`src/rtl/sw_cond_pkg.sv`:
```
// Shared types and constants for the push-button conditioner.
// Holds the debounce FSM state enum, default timings and counter sizing.
package sw_cond_pkg;

  typedef enum logic [1:0] {
    IDLE,
    PRESS_WAIT,
    PRESSED,
    RELEASE_WAIT
  } sw_state_e;

  localparam int DEF_NUM_SW        = 4;
  localparam int DEF_DEB_CYCLES    = 500000;
  localparam int DEF_REPEAT_DELAY  = 25000000;
  localparam int DEF_REPEAT_PERIOD = 10000000;

  // One spare bit above the largest count so saturation never aliases.
  function automatic int cnt_width(input int a, input int b, input int c);
    int m;
    m = a;
    if (b > m) m = b;
    if (c > m) m = c;
    return $clog2(m) + 1;
  endfunction

endpackage

```
`src/rtl/sw_debounce.sv`:
```
// Single-channel switch conditioner: 2-flop sync, debounce FSM, press/release
// pulses. Ports: clk, rst (sync, high), i_sw raw pad, o_pulse, o_level,
// o_release. Auto-repeat on hold is built only with SW_AUTOREPEAT_EN defined.
module sw_debounce
  import sw_cond_pkg::*;
#(
  parameter int DEB_CYCLES    = DEF_DEB_CYCLES,
  parameter int SW_ACTIVE_LOW = 1,
  parameter int REPEAT_DELAY  = DEF_REPEAT_DELAY,
  parameter int REPEAT_PERIOD = DEF_REPEAT_PERIOD
) (
  input  logic clk,
  input  logic rst,
  input  logic i_sw,
  output logic o_pulse,
  output logic o_level,
  output logic o_release
);

  localparam int CW = cnt_width(DEB_CYCLES, REPEAT_DELAY, REPEAT_PERIOD);
  localparam logic [CW-1:0] CNT_MAX  = '1;
  localparam logic [CW-1:0] DEB_LAST = CW'(DEB_CYCLES - 1);
  // Raw pad level that means "released".
  localparam logic RELEASED = (SW_ACTIVE_LOW != 0);

  logic [1:0]    sync_q;
  logic          pressed;
  sw_state_e     state_q;
  logic [CW-1:0] cnt_q;
  logic [CW-1:0] cnt_inc;
  logic          press_q;
  logic          rel_q;
  logic          accept;

  assign pressed = sync_q[1] ^ RELEASED;
  assign cnt_inc = (cnt_q == CNT_MAX) ? cnt_q : cnt_q + 1'b1;
  assign accept  = (state_q == PRESS_WAIT) && pressed
                   && (cnt_q == DEB_LAST);

  always_ff @(posedge clk) begin
    if (rst) begin
      sync_q  <= {2{RELEASED}};
      state_q <= IDLE;
      cnt_q   <= '0;
      press_q <= 1'b0;
      rel_q   <= 1'b0;
    end else begin
      sync_q  <= {sync_q[0], i_sw};
      press_q <= 1'b0;
      rel_q   <= 1'b0;
      unique case (state_q)
        IDLE: begin
          if (pressed) begin
            state_q <= PRESS_WAIT;
            cnt_q   <= '0;
          end
        end
        PRESS_WAIT: begin
          if (!pressed) begin
            state_q <= IDLE;
          end else if (cnt_q == DEB_LAST) begin
            state_q <= PRESSED;
            press_q <= 1'b1;
          end else begin
            cnt_q <= cnt_inc;
          end
        end
        PRESSED: begin
          if (!pressed) begin
            state_q <= RELEASE_WAIT;
            cnt_q   <= '0;
          end
        end
        RELEASE_WAIT: begin
          if (pressed) begin
            state_q <= PRESSED;
          end else if (cnt_q == DEB_LAST) begin
            state_q <= IDLE;
            rel_q   <= 1'b1;
          end else begin
            cnt_q <= cnt_inc;
          end
        end
        default: state_q <= IDLE;
      endcase
    end
  end

`ifdef SW_AUTOREPEAT_EN
  localparam logic [CW-1:0] RD_LAST = CW'(REPEAT_DELAY - 1);
  localparam logic [CW-1:0] RP_LAST = CW'(REPEAT_PERIOD - 1);

  logic [CW-1:0] hold_q;
  logic          first_q;
  logic          rep_q;
  logic [CW-1:0] hold_inc;

  assign hold_inc = (hold_q == CNT_MAX) ? hold_q : hold_q + 1'b1;

  // Hold counter only advances while the button stays in PRESSED, so a
  // RELEASE_WAIT excursion freezes it and a bounce back resumes it.
  always_ff @(posedge clk) begin
    if (rst) begin
      hold_q  <= '0;
      first_q <= 1'b1;
      rep_q   <= 1'b0;
    end else begin
      rep_q <= 1'b0;
      if (accept) begin
        hold_q  <= '0;
        first_q <= 1'b1;
      end else if (state_q == PRESSED && pressed) begin
        if (hold_q == (first_q ? RD_LAST : RP_LAST)) begin
          rep_q   <= 1'b1;
          hold_q  <= '0;
          first_q <= 1'b0;
        end else begin
          hold_q <= hold_inc;
        end
      end
    end
  end

  assign o_pulse = press_q | rep_q;
`else
  logic unused_accept;
  assign unused_accept = accept;
  assign o_pulse       = press_q;
`endif

  assign o_level   = (state_q == PRESSED) || (state_q == RELEASE_WAIT);
  assign o_release = rel_q;

endmodule

```
`src/rtl/sw_conditioner.sv`:
```
// Push-button conditioner: NUM_SW independent sw_debounce channels.
// Ports: clk, rst, i_sw pads, o_sw_pulse, o_sw_level, o_sw_release.
// Optional auto-repeat is enabled by defining SW_AUTOREPEAT_EN.
module sw_conditioner
  import sw_cond_pkg::*;
#(
  parameter int NUM_SW        = DEF_NUM_SW,
  parameter int DEB_CYCLES    = DEF_DEB_CYCLES,
  parameter int SW_ACTIVE_LOW = 1,
  parameter int REPEAT_DELAY  = DEF_REPEAT_DELAY,
  parameter int REPEAT_PERIOD = DEF_REPEAT_PERIOD
) (
  input  logic              clk,
  input  logic              rst,
  input  logic [NUM_SW-1:0] i_sw,
  output logic [NUM_SW-1:0] o_sw_pulse,
  output logic [NUM_SW-1:0] o_sw_level,
  output logic [NUM_SW-1:0] o_sw_release
);

  for (genvar g = 0; g < NUM_SW; g++) begin : g_ch
    sw_debounce #(
      .DEB_CYCLES   (DEB_CYCLES),
      .SW_ACTIVE_LOW(SW_ACTIVE_LOW),
      .REPEAT_DELAY (REPEAT_DELAY),
      .REPEAT_PERIOD(REPEAT_PERIOD)
    ) u_deb (
      .clk      (clk),
      .rst      (rst),
      .i_sw     (i_sw[g]),
      .o_pulse  (o_sw_pulse[g]),
      .o_level  (o_sw_level[g]),
      .o_release(o_sw_release[g])
    );
  end

endmodule
```
`config.mk`:
```
export PLATFORM = sky130hd
export DESIGN_NAME = sw_conditioner
export DESIGN_NICKNAME = d
export VERILOG_FILES = /design/src/rtl/sw_cond_pkg.sv /design/src/rtl/sw_debounce.sv /design/src/rtl/sw_conditioner.sv
export SDC_FILE = /design/constraint.sdc
export NUM_CORES = 1
export LEC_CHECK = 0
export ABC_AREA = 1
export CAP_MARGIN = 20
export CORE_UTILIZATION = 47
export CTS_CLUSTER_DIAMETER = 30
export DETAILED_ROUTE_END_ITERATION = 10
export PLACE_DENSITY_LB_ADDON = 0.05
export SLEW_MARGIN = 10
export SYNTH_ARGS = -nofsm -noshare
export SYNTH_HDL_FRONTEND = slang
export SYNTH_SLANG_ARGS = --single-unit
```
`constraint.sdc`:
```
create_clock -name clk -period 3.85 [get_ports clk]
set_clock_uncertainty 0.2 [all_clocks]
set_input_delay 0.5775 -clock clk [delete_from_list [all_inputs] [get_ports clk]]
set_output_delay 0.5775 -clock clk [all_outputs]
set_load 0.05 [all_outputs]
```
---- Word-level counts from Yosys, hierarchy flattened ----
Cells that the tools add are included.
storage, ports and cells
  bits in registers ....................... 128
  input bits .............................. 6
  output and inout port bits .............. 12
cells by class
  add/sub/neg operators ................... 4
  equal/unequal tests ..................... 44
  multiplexer cells ....................... 60
  bitwise gates (word level) .............. 12
  reduce and logical (&&, ||, !) cells .... 24
operator list
  kind                   number
  $mux 26                24
  $pmux 26 s4            4
  $add 26x1->26 const B  4
  $eq 26x19->1 const B   4
  $eq 26x26->1 const B   4
  $mux 2                 24
  $pmux 2 s4             4
  $reduce_and 4->1       8
  $reduce_or 3->1        8
  $eq 2x2->1 const B     8
  $ne 2x1->1 const B     8
  $ne 2x2->1 const B     8
  $ne 3x2->1 const B     4
  $ne 3x3->1 const B     4
  $not 1->1              12
  $eq 2x1->1 const B     4
  $logic_not 2->1        4
  $logic_or 1x1->1       4
  $mux 1                 4

---- Depth between registers and ports, before layout ----
Gate-level depths: netlist of run 1.
  depth in word-level cells ............... 5
  gate-level depth with buffers ........... 13
  gate-level depth less buffers ........... 12

---- Cells and area by module ----
A second synthesis of run 1 with hierarchy kept.
second synthesis, totals
  cells, all modules ...................... 1452
  area, all modules ....................... 8663.3 µm²
by module, submodules not included
  module       instances  cells an instance  area each (µm²)
  sw_debounce  4          363                2165.8

---- Least setup slack after synthesis of run 1 ----
OpenSTA, ideal clock, no wires.
  kind .................................... register to register
  start point ............................. register g_ch[3].u_deb.cnt_q[0]
  end point ............................... register g_ch[3].u_deb.cnt_q[5]
  setup time .............................. 0.139 ns
  data arrival time ....................... 1.593 ns
  path slack .............................. 1.918 ns
  cell stages (with the launch flop) ...... 11
  path buffers ............................ 2
  cells stage by stage .................... dfxtp_1 > ha_1 > buf_4 > nand2_2 > nor2_4 > nand2_2 > nor2_4 > nand4_4 > clkbuf_1 > nand3_1 > a21oi_2
on the way
  word-level cells in the longest chain between the ends .. 5
  elaborated cells between the ends (all ways) .. 8
ends and longest elaborated chain
  what                                                  RTL line                              text
  from (decl)                                           sw_debounce.sv:29                     logic [CW-1:0] cnt_q;
  from (signal assigned)                                sw_debounce.sv:65                     cnt_q <= cnt_inc;
  from (signal assigned)                                sw_debounce.sv:81                     cnt_q <= cnt_inc;
  $add 26x1->26 / $eq 26x26->1 (equally long branches)  sw_debounce.sv:36                     assign cnt_inc = (cnt_q == CNT_MAX) ? cnt_q : cnt_q + 1'b1;
  $mux 26                                               sw_debounce.sv:36
  $mux 26 *                                             sw_debounce.sv:61, sw_debounce.sv:77
  $mux 26 (on tied branches)                            sw_debounce.sv:75, sw_debounce.sv:59
  $pmux 26 s4 *                                         sw_debounce.sv:51                     unique case (state_q)
Every way passes the cells marked *; elsewhere a longest branch is shown, timed or not. The select of a mux whose other input is x is not followed.
A chain may end at the register's enable or synchronous reset.

---- Final worst setup path of run 1 ----
  start point ............................. register g_ch[3].u_deb.cnt_q[0]
  end point ............................... register g_ch[3].u_deb.cnt_q[25]
Same word-level chain as after synthesis.

==> impl_metrics.tcl, run 1 <==
set metrics [dict create \
    status "finished with violations" \
    violations "DRC" \
    gp_congestion 0.899 \
    cp_max_fo 26 \
    synth_cell_types 34 \
    wl_mm 21.4 \
    gr-total-overflow 0 \
    netlist_area_mm2 0.00877 \
    dr.pass1.iters 8 \
    hp-class "reg -> reg" \
    final.setup.tns_ps 0 \
    min_to "g_ch[3].u_deb.sync_q[1]" \
    ff2ff_path_depth 11 \
    antenna_cells 0 \
    cp_cell_sequence "ha_1 > nand2_2 > nor2_4 > nand3b_1 > nor2_2 > nor2_2 > nand2_4 > inv_1 > nand2_1 > nand2_1 > inv_1" \
    drt-initial-drc-count 515 \
    setup_viol 0 \
    grt_use_total 0.236 \
    total_leakage_power_nw 3.60 \
    dieArea_mm2 0.0192 \
    synth_area_leaders "dfxtp_1 (29%), nand2_1 (21%), nor2_1 (14%)" \
    synth-edff-count 0 \
    hold_buffers 0 \
    cts_root_buf "clkbuf_16" \
    via_per_inst 4.92 \
    route.detailed.drc 2 \
    ff2ff_setup_slack_ps 980 \
    post-route-min-period_ps 2870 \
    die_h_um 139 \
    clkLatencyLatePin_ps 420 \
    post_cts_buffers 0 \
    hpwlAfterDp_mm 15.3 \
    final_hold_viol_count 0 \
    clock_sinks 128 \
    path_delay_family "simple AND/OR/NAND/NOR gates" \
    slew_violations 0 \
    dpl.cell_count 1716 \
    worstMarginPinSlew_ps 993 \
    grt_max_degree 57 \
    cts_made_buffers 17 \
    instances_no_fill 1746 \
    drive_gt1_frac 0.0639 \
    yosysWarnings 0 \
    syn_nets 1539 \
    cp_data_arrival_time_ps 2990 \
    crit_path_end_kind "register" \
    synth_area_leader_cell "dfxtp_1" \
    syn_to_final_growth_pct 7.56 \
    synth_flop_cell "dfxtp_1" \
    io_pins 18 \
    cts_buffer_depth 2 \
    rows 49 \
    ant_nets 0 \
    crit_path_start_kind "register" \
    die_w_um 139 \
    cp_num_buf_inv 2 \
    path_clk_slew_ps 60 \
    htree_levels 4 \
    seq_area_frac_synth 0.292 \
    core_mm2 0.0181 \
    io_buffers 17 \
    num_vias 8587 \
    critPathKind "reg -> reg" \
    finalNetCount 1516 \
    layout.core_utilization 0.520 \
    crit_required_ps 3970 \
    netlist_top_cells_count "nand2_1 (485), nor2_1 (328), nand3_1 (158)" \
    start_util 0.484 \
    ir_worst_vdd_mv 0.302 \
    async_flop_share 0 \
    rsz0062_at_grt "false" \
    cap_violations 0 \
    fmax_ghz 0.349 \
    hp-start "g_ch[3].u_deb.sync_q[0]" \
    cts_tree "yes" \
    ctsResizeCount 0 \
    syn_inst 1529 \
    antenna_found_initial 0 \
    power.density_mw_per_mm2 325 \
    yosysTopAreaCellShare 0.292 \
    max_stage_delay_ps 760 \
    ys_ff_latch 128 \
    period_share 0.745 \
    worstReg2RegStart "g_ch[3].u_deb.cnt_q[0]" \
    holdPathStages 1 \
    first_global_vias 7842 \
    timing.rr.end "g_ch[3].u_deb.cnt_q[25]" \
    grt_pass1_wl_mm 37.6 \
    drt-wirelength-per-cell_um 12.3 \
    fill_cells 1956 \
    hold-worst-slack_ps 207 \
    slew_headroom 0.337 \
    synth.most_common_cell "nand2_1" \
    slowest_stage "nor2_2" \
    syn_avg_cell_area_um2 5.74 \
]
==> cell type report <==
| cell class | instances | area (um^2) | share of cell area |
|---|---|---|---|
| multi-input cells | 1171 | 5210 | 0.552 |
| flip-flops and latches | 128 | 2560 | 0.272 |
| inverters | 163 | 612 | 0.0648 |
| clock buffers | 19 | 453 | 0.0480 |
| well taps | 229 | 287 | 0.0304 |
| repair buffers | 25 | 225 | 0.0239 |
| clock inverters | 11 | 92.6 | 0.00981 |
==> layout by cell type (no fill, tap or decap), types with 5 or more instances in the layout <==
cell,Yosys,routed
or2_2,10,10
and2_1,6,6
nor2_1,328,327
dfxtp_1,128,128
inv_2,5,5
xor2_1,8,8
nand2_1,485,485
nand4_1,23,23
nor2_2,11,12
nor3_1,21,21
nand2_2,7,7
clkinv_2,0,6
xnor2_1,5,5
clkdlybuf4s50_1,0,16
nand3_1,158,158
clkbuf_16,0,17
o21ai_0,14,14
inv_1,157,157
buf_4,17,8
a21oi_2,9,9
a21oi_1,48,48
nor2_4,8,8
==> cell families after synthesis <==
logic type / count (synthesis) / share of synthesized area
AOI/OAI and AO/OA: 80 / 0.0519
xor gates and xnor gates: 13 / 0.0130
adders and majority gates: 4 / 0.00570
buffers and inverters: 230 / 0.115
DFF: 128 / 0.292
and+or+nand+nor: 1074 / 0.522
==> worst max path at each step <==
| stage | slack [ps] | from | cells after the start | endpoint |
|---|---|---|---|---|
| after global placement | 1080 | g_ch[3].u_deb.cnt_q[0] | 11 | g_ch[3].u_deb.cnt_q[25] |
| after CTS | 1010 | g_ch[3].u_deb.cnt_q[0] | 11 | g_ch[3].u_deb.cnt_q[25] |
| after global routing | 770 | g_ch[3].u_deb.cnt_q[0] | 11 | g_ch[3].u_deb.cnt_q[25] |
| after floorplan | 1920 | g_ch[3].u_deb.cnt_q[0] | 10 | g_ch[3].u_deb.cnt_q[5] |
| after detailed placement | 1010 | g_ch[3].u_deb.cnt_q[0] | 11 | g_ch[3].u_deb.cnt_q[25] |
| final | 980 | g_ch[3].u_deb.cnt_q[0] | 11 | g_ch[3].u_deb.cnt_q[25] |
==> flip-flops by register name (all words and copies together) (netlist names), named ones only <==
register	cells
g_ch.u_deb.cnt_q	104
g_ch.u_deb.o_pulse	4
g_ch.u_deb.o_release	4
g_ch.u_deb.state_q	4
g_ch.u_deb.sync_q	8
==> worst reg2reg max path, stage by stage, from the launching register on <==
cell,delay [ps]
dfxtp_1,340
ha_1,300
nand2_2,140
nor2_4,60
nand3b_1,160
nor2_2,90
nor2_2,760
nand2_4,360
inv_1,200
nand2_1,60
nand2_1,60
inv_1,30
==> per-layer routing <==
metal,global-route usage,routed length (um)
met1,0.321,11000
met2,0.386,9670
met3,0.0421,599
met4,0.0561,169
met5,0,0
==> power breakdown <==
group          internal, mW  total (mW)  switching (mW)
sequential             1.35        1.38          0.0322
combinational        0.0548       0.167           0.113
clock                 0.908        1.52           0.609
total                  2.31        3.07           0.754
==> per-stage QoR <==
stage	total power [mW]	setup slack, ps	area (um^2)
global route	3.20	769	9440
global placement	1.58	1080	8890
CTS	3.10	1010	9440
floorplan	1.54	1920	8770
finish	3.07	983	9440
detailed placement	1.58	1010	8890
(Power assumes the default switching activity.)
==> run 2: changes to the inputs <==
- clock period: 3.85 -> 2.7 ns (I/O delays scaled with it)
==> impl_metrics.tcl, run 2 (synthesized netlist as in run 1, its figures left out) <==
set metrics [dict create \
    hold_buffers 0 \
    hpwlAfterDp_mm 16.3 \
    crit_required_ps 2810 \
    mostFrequentLayoutCell "nand2_1" \
    ff2ff_path_depth 10 \
    dieArea_mm2 0.0192 \
    num_vias 8940 \
    largest_reg_flops 104 \
    hp-start "g_ch[0].u_deb.sync_q[0]" \
    cp_data_arrival_time_ps 2560 \
    hp-class "reg -> reg" \
    cp_max_fo 27 \
    cts_buffer_depth 2 \
    grt_use_total 0.246 \
    antenna_cells 0 \
    path_clk_slew_ps 60 \
    worst_slack_ps 255 \
    antenna_found_initial 0 \
    status "finished with violations" \
    die_w_um 139 \
    min_to "g_ch[0].u_deb.sync_q[1]" \
    route.detailed.drc 2 \
    wl_mm 22.9 \
    cap_violations 0 \
    finalNetCount 1539 \
    clock_sinks 128 \
    die_h_um 139 \
    ir_worst_vdd_mv 0.506 \
    cts_made_buffers 17 \
    period_share 0.905 \
    grt_pass1_wl_mm 38.7 \
    ant_nets 0 \
    dr.pass1.iters 8 \
    fill_cells 1906 \
    via_per_inst 5.05 \
    io_buffers 17 \
    slew_violations 0 \
    htree_levels 4 \
    total_leakage_power_nw 3.76 \
    power.density_mw_per_mm2 478 \
    grt_max_degree 57 \
    worstReg2RegStart "g_ch[1].u_deb.cnt_q[0]" \
    start_util 0.484 \
    clkLatencyLatePin_ps 430 \
    slew_headroom 0.541 \
    drt-wirelength-per-cell_um 12.9 \
    violations "DRC" \
    worstMarginPinSlew_ps 688 \
    drt-initial-drc-count 641 \
    first_global_vias 7912 \
    syn_to_final_growth_pct 10.6 \
    gr-total-overflow 0 \
    critPathKind "reg -> reg" \
    holdPathStages 1 \
    core_mm2 0.0181 \
    timing.rr.end "g_ch[1].u_deb.cnt_q[1]" \
    setup_viol 0 \
    reg_top3 "g_ch.u_deb.cnt_q x104, g_ch.u_deb.sync_q x8" \
    rows 49 \
    crit_path_start_kind "register" \
    crit_path_end_kind "register" \
    final_hold_viol_count 0 \
    regMostFlops "g_ch.u_deb.cnt_q" \
    cts_root_buf "clkbuf_16" \
    dp_slack_ps -25.3 \
    io_pins 18 \
    final.setup.tns_ps 0 \
    post-route-min-period_ps 2440 \
    fmax_ghz 0.409 \
    drive_gt1_frac 0.0791 \
    gp_congestion 0.886 \
    crit_path_start "g_ch[1].u_deb.cnt_q[0]" \
    rsz0062_at_grt "false" \
    cts_tree "yes" \
    mostFrequentLayoutCells "nand2_1 (485), nor2_1 (327), nand3_1 (158)" \
    ff2ff_setup_slack_ps 260 \
]
[run 2: cell count changes in the layout (fill, tap and decap cells not counted)]
cell	previous run	this run
inv_6	0	2
bufinv_16	1	3
nor2_4	8	10
nor2_2	12	10
buf_4	8	30
buf_12	0	1
clkinv_2	6	4
[run 2: cell type report]
cell class,count,area [um^2],area share
inverter,163,612,0.0631
clock inverter,13,160,0.0165
tap,229,287,0.0295
clock buffer,19,453,0.0467
timing repair buffer,48,410,0.0423
multi-input combinational,1171,5220,0.538
sequential,128,2560,0.264
[run 2: report_power, final]
group          leakage, nW  switching (mW)  internal (mW)  total [mW]
registers             1.04          0.0420           1.93        1.97
logic                 2.42           0.176         0.0847       0.260
clock network        0.300           0.905           1.50        2.41
[run 2: repair_timing]
action,in CTS,in global routing
pin swaps,0,0
buffers inserted,0,0
endpoints found under the setup margin,4,21
resized for setup,1,1
[run 2: critical path, cell delays in order, from the launching register on]
cell	delay, ps
dfxtp_1	390
ha_1	300
nand2_2	110
nor2_4	170
nand3_1	110
nor2_2	270
nor2_4	180
nand2_4	280
inv_1	140
nor2_1	130
nor2_1	60
[run 2: how the worst max path moves through the flow]
stage | to | slack [ps] | depth (start not counted)
floorplan | g_ch[3].u_deb.cnt_q[5] | 770 | 10
global placement | g_ch[1].u_deb.cnt_q[18] | 20 | 10
detailed placement | g_ch[1].u_deb.cnt_q[18] | -30 | 10
CTS | g_ch[3].u_deb.cnt_q[25] | 40 | 11
global route | g_ch[1].u_deb.cnt_q[1] | 50 | 10
finish | g_ch[1].u_deb.cnt_q[1] | 260 | 10
[run 2: layer usage]
metal / part of all wire / global-route usage / vias up
met4: 0.017 / 0.0854 / 0
met1: 0.47 / 0.327 / 3955
met2: 0.46 / 0.407 / 206
li1: - / - / 4745
met3: 0.049 / 0.0363 / 34
met5: 0 / 0 / -
[run 2: stage by stage]
stage	total power, mW	instance area [um^2]	std cells	hold slack (ps)	util
finish	4.64	9700	1771	221	0.535
CTS	4.69	9700	1771	229	0.534
floorplan	2.20	8770	1529	189	-
detailed placement	2.27	9080	1739	220	0.500
global placement	2.27	9080	1739	225	0.500
global route	4.81	9700	1771	244	0.535
==> run 3: changes to the inputs <==
- CTS_CLUSTER_DIAMETER: 30 -> 100
==> results of run 3 <==
Same layout as run 2: the final DEF is identical, and so are final timing and power.
